### src/rtl/uart_tx_queue.sv
// Byte FIFO feeding a UART transmitter: pops the head into a registered tx_byte with a start pulse.
// Optional sticky overflow flag is built only when UART_TX_QUEUE_OVERFLOW_EN is defined.
module uart_tx_queue #(
  parameter int unsigned DEPTH_LOG2 = 4
) (
  input  logic                  clk,
  input  logic                  rst,
  input  logic                  wr_en,
  input  logic [7:0]            wr_data,
  output logic                  full,
  output logic                  empty,
  output logic [DEPTH_LOG2:0]   count,
  input  logic                  is_transmitting,
  output logic                  transmit,
  output logic [7:0]            tx_byte,
  output logic                  overflow
);

  localparam int unsigned Depth = 1 << DEPTH_LOG2;
  localparam logic [DEPTH_LOG2:0] DepthCount = (DEPTH_LOG2 + 1)'(Depth);

  localparam logic [1:0] StIdle      = 2'd0;
  localparam logic [1:0] StWaitStart = 2'd1;
  localparam logic [1:0] StWaitDone  = 2'd2;

  // Last timer value in WAIT_START; timer counts 0..14, i.e. 15 cycles.
  localparam logic [3:0] StartTimeout = 4'd14;

  logic [7:0]            mem_q [Depth];
  logic [DEPTH_LOG2-1:0] wr_ptr_q, rd_ptr_q;
  logic [DEPTH_LOG2:0]   count_q;
  logic [1:0]            state_q, state_d;
  logic [3:0]            timer_q, timer_d;
  logic                  transmit_q;
  logic [7:0]            tx_byte_q;

  logic                  push;
  logic                  pop;
  logic                  head_valid;
  logic [7:0]            head_data;

  assign full     = (count_q == DepthCount);
  assign empty    = (count_q == '0);
  assign count    = count_q;
  assign transmit = transmit_q;
  assign tx_byte  = tx_byte_q;

  assign push = wr_en && !full;

  // A byte being pushed into an empty FIFO is forwarded straight to the head so it can
  // start in the very next cycle; pointers still advance together, keeping them aligned.
  assign head_valid = !empty || push;
  assign head_data  = empty ? wr_data : mem_q[rd_ptr_q];
  assign pop        = (state_q == StIdle) && head_valid && !is_transmitting;

  always_ff @(posedge clk) begin
    if (push) begin
      mem_q[wr_ptr_q] <= wr_data;
    end
  end

  always_ff @(posedge clk or posedge rst) begin
    if (rst) begin
      wr_ptr_q <= '0;
      rd_ptr_q <= '0;
      count_q  <= '0;
    end else begin
      if (push) begin
        wr_ptr_q <= wr_ptr_q + 1'b1;
      end
      if (pop) begin
        rd_ptr_q <= rd_ptr_q + 1'b1;
      end
      case ({push, pop})
        2'b10:   count_q <= count_q + 1'b1;
        2'b01:   count_q <= count_q - 1'b1;
        default: count_q <= count_q;
      endcase
    end
  end

  always_comb begin
    state_d = state_q;
    timer_d = timer_q;
    case (state_q)
      StIdle: begin
        if (pop) begin
          state_d = StWaitStart;
          timer_d = '0;
        end
      end
      StWaitStart: begin
        if (is_transmitting) begin
          state_d = StWaitDone;
        end else if (timer_q == StartTimeout) begin
          // UART never acknowledged; treat the byte as sent.
          state_d = StIdle;
        end else begin
          timer_d = timer_q + 1'b1;
        end
      end
      StWaitDone: begin
        if (!is_transmitting) begin
          state_d = StIdle;
        end
      end
      default: begin
        state_d = StIdle;
      end
    endcase
  end

  always_ff @(posedge clk or posedge rst) begin
    if (rst) begin
      state_q    <= StIdle;
      timer_q    <= '0;
      transmit_q <= 1'b0;
      tx_byte_q  <= 8'h00;
    end else begin
      state_q    <= state_d;
      timer_q    <= timer_d;
      transmit_q <= pop;
      if (pop) begin
        tx_byte_q <= head_data;
      end
    end
  end

`ifdef UART_TX_QUEUE_OVERFLOW_EN
  logic overflow_q;

  always_ff @(posedge clk or posedge rst) begin
    if (rst) begin
      overflow_q <= 1'b0;
    end else if (wr_en && full) begin
      overflow_q <= 1'b1;
    end
  end

  assign overflow = overflow_q;
`else
  assign overflow = 1'b0;
`endif

  a_single_pulse: assert property (@(posedge clk) disable iff (rst) transmit_q |=> !transmit_q);
  a_count_range:  assert property (@(posedge clk) disable iff (rst) count_q <= DepthCount);

endmodule
### config.mk
export PLATFORM = sky130hd
export DESIGN_NAME = uart_tx_queue
export DESIGN_NICKNAME = d
export VERILOG_FILES = /design/src/rtl/uart_tx_queue.sv
export SDC_FILE = /design/constraint.sdc
export NUM_CORES = 1
export LEC_CHECK = 0
export ABC_AREA = 1
export BUFFER_PORTS_ARGS = -buffer_cell sky130_fd_sc_hd__buf_2
export CAP_MARGIN = 20
export CELL_PAD_IN_SITES_DETAIL_PLACEMENT = 0
export CELL_PAD_IN_SITES_GLOBAL_PLACEMENT = 1
export CORE_MARGIN = 10
export CORE_UTILIZATION = 52
export DETAILED_ROUTE_END_ITERATION = 10
export HOLD_SLACK_MARGIN = 0.08
export PLACE_DENSITY_LB_ADDON = 0.1
export SETUP_SLACK_MARGIN = 0.1
export SYNTH_ARGS = -nofsm -noshare
export SYNTH_HDL_FRONTEND = slang
export SYNTH_SLANG_ARGS = --single-unit
### constraint.sdc
create_clock -name clk -period 4.2 [get_ports clk]
set_clock_uncertainty 0.05 [all_clocks]
set_input_delay 1.05 -clock clk [delete_from_list [all_inputs] [get_ports clk]]
set_output_delay 1.05 -clock clk [all_outputs]
set_load 0.005 [all_outputs]
==> results.cfg <==
[global_routing]
grt_pass1_wl_mm = 23.9
track_usage_pct = 17.3
grt_max_degree = 66
grt_pass1_vias = 4380
grt-ovfl-total = 0
antenna_found_initial = 0

[yosys]
synth_area_leaders = edfxtp_1 (55%), nand2_1 (14%), dfrtp_1 (10%)
synthTopCellsByCount = nand2_1 (256), edfxtp_1 (128), nand3_1 (98)
synth_cell_type_count = 29
ys_seq_area_share_pct = 64.9
yosysTopAreaCell = edfxtp_1
async_reset_ff_share_pct = 17.9
synth_top_family_by_area = simple AND/OR/NAND/NOR gates
synthFlopType = edfxtp_1
synthMostInstantiatedCell = nand2_1
syn_area_sq_um = 7000
syn-instance-count = 708
synth_fa_ha_area_share_pct = 1.97
synthMuxAreaShare_pct = 0
synth_top_area_share_pct = 54.9
synth_edf_count = 128
synthXorXnorAreaFrac_pct = 1.38
yosysWarnings = 0
syn_area_per_cell_sq_um = 9.88
synth-compound-area-share_pct = 0.787
synth-simple-area-share_pct = 23.8
synth_fp_nets = 731
synth_seq_cells = 156

[place]
placed_cell_area_sq_um = 7270
dp.cells = 887
dp_hpwl_mm = 9.68
gp_congestion = 0.814
port_buffers = 27

[cts]
cts_buffer_depth = 2
clk_pin_slew_ps = 60
cts_buffers = 17
clock_latency_ps = 420
htreeDepth = 4
cts_hold_buf = 0
postCtsResizedCells = 0
ctsRootBufferMaster = clkbuf_16
clock_sinks = 156
tritoncts = yes
cts_setup_buffers = 0

[pwr]
combPwrFrac_pct = 33.3
powerDensity_nw_per_um2 = 680
switching_share_pct = 37.1
leakagePower_nw = 3.50
irDropWorstVdd_mv = 0.378
seqPwrFrac_pct = 39.2
p_int_mw = 3.35
power.share.clock_pct = 27.5
p_sw_mw = 1.98

[routing]
wl_per_cell_microns = 16.3
totalWireLength_mm = 15.0
drtIter0Drc = 384
drc = 0
firstDrtPassIters = 4
antenna_left = 0
viasPerCell = 4.94
vias = 4543

[sta]
slew_viol_final = 0
tightest_slew_ps = 837
grt_setup_unrepaired = false
relSlewSlack_pct = 44.0
finalHoldViolations = 0
setup_tns_ps = 0
setup_violations = 0
min_period_ps = 2950
period_share_pct = 70.2
fmax_mhz = 339
holdWs_ps = 416

[floorplan]
initial_core_util_pct = 53.0
ioPinCount = 29
die_w_microns = 136
die_h_microns = 136
rows = 42
dieArea_sq_um = 18500
core_sq_um = 13200

[cells_and_area]
syn2layout_area_growth_pct = 12.0
instances_no_fill = 919
antenna_cells = 0
fin_nets = 753
fin_area_sq_um = 7840
nFillCells = 1137
layout-drive-gt1-share_pct = 9.29

[critical_path]
critPathMaxStageDelay_ps = 450
crit_family = simple AND/OR/NAND/NOR gates
start_kind = register
endpoint_kind = register
path_cells = nor2_4 > nand4_4 > nor2_2 > nor2_1 > nand2_2 > inv_1 > ha_1 > xor2_1 > ha_1 > inv_1 > nand2_1 > nand3_1 > nand2_1 > xor2_1 > nand2_1 > nand2_1
path_class = register to register
slowest_stage = dfrtp_1
cp.arrival_ps = 3260
rr_startpoint = count[0]$_DFFE_PP0P_
required_ps = 4510
crit_start = count[0]$_DFFE_PP0P_
cp_num_buf_inv = 2
cpMostUsedCell = nand2_1
crit_fanout = 21

[worst_hold_path]
min_from = state_q[1]$_DFFE_PP0P_
min_path_type = register to register

[outcome]
status = finished, final reports clean

[run]
maxCapViolCount = 0
-- layout make-up --
class / instances / area, sq um / area share (%)
Clock buffer: 17 / 425 / 5.43
Timing Repair Buffer: 32 / 205 / 2.62
Inverter: 90 / 338 / 4.31
Tap cell: 176 / 220 / 2.81
Multi-Input combinational cell: 433 / 1960 / 25.0
Sequential cell: 156 / 4550 / 58.0
Clock inverter: 15 / 145 / 1.85
-- path summary, 6_finish.rpt --
path / to / slack [ps] / depth (start not counted)
worst max-delay path: count[4]$_DFFE_PP0P_ / 1250 / 16
worst min-delay path: state_q[1]$_DFFE_PP0P_ / 420 / 1
worst max register to register: count[4]$_DFFE_PP0P_ / 1250 / 16
worst min register to register: state_q[1]$_DFFE_PP0P_ / 420 / 1
max in group asynchronous: wr_ptr_q[2]$_DFFE_PP0P_ / 2940 / 3
min in group asynchronous: state_q[1]$_DFFE_PP0P_ / 650 / 2
-- power by group through the flow --
stage	logic, mW	registers (mW)	clock network [mW]
4_1_cts	1.80	2.09	1.49
3_3_place_gp	1.75	2.11	0
6_report	1.77	2.09	1.47
2_1_floorplan	1.31	2.06	0
5_1_grt	2.03	2.12	1.56
3_5_place_dp	1.79	2.12	0
-- per-stage QoR --
stage	power (mW)	setup slack, ps	utilization, %
after floorplan	3.37	1560	-
after global placement	3.86	1030	54.7
after detailed placement	3.91	969	55.1
after CTS	5.38	1250	59.4
after global routing	5.71	915	59.4
final	5.33	1250	59.4
-- flip-flops by register name, indices dropped and copies added, names as in the netlist --
register / count
count: 5
mem_q: 128
rd_ptr_q: 4
state_q: 2
timer_q: 4
transmit: 1
tx_byte: 8
wr_ptr_q: 4
-- cells in the final DEF, fill, tap and decap left out, drive strengths merged --
cell type	count
a21boi	1
a21oi	2
buf	32
bufinv	2
clkbuf	17
clkinv	10
clkinvlp	2
conb	1
dfrtp	28
edfxtp	128
ha	11
inv	91
nand2	257
nand3	98
nand4	4
nor2	39
nor3	1
o21ai	6
o21bai	1
or2	1
xnor2	2
xor2	9
-- routing by layer --
| layer | up-vias | part of all wire [%] | routed length [microns] | track usage, % |
|---|---|---|---|---|
| li1 | 2327 | - | - | - |
| met1 | 2102 | 45 | 6750 | 22.6 |
| met2 | 96 | 48 | 7150 | 27.6 |
| met3 | 18 | 6.1 | 910 | 3.95 |
| met4 | 0 | 1.4 | 212 | 6.69 |
| met5 | - | 0 | 0 | 0 |
-- logic make-up after synthesis --
family / Yosys count
xor gates and xnor gates: 11
adders and majority gates: 11
DFF: 156
AOI/OAI and AO/OA: 10
other: 1
and+or+nand+nor: 400
buffers and inverters: 119
-- worst reg2reg max path, stage by stage, from the launching register on --
cell,delay [ps]
dfrtp_1,450
nor2_4,170
nand4_4,230
nor2_2,150
nor2_1,60
nand2_2,290
inv_1,240
ha_1,310
xor2_1,210
ha_1,170
inv_1,40
nand2_1,90
nand3_1,80
nand2_1,90
xor2_1,140
nand2_1,70
nand2_1,50
(Power assumes the default switching activity.)
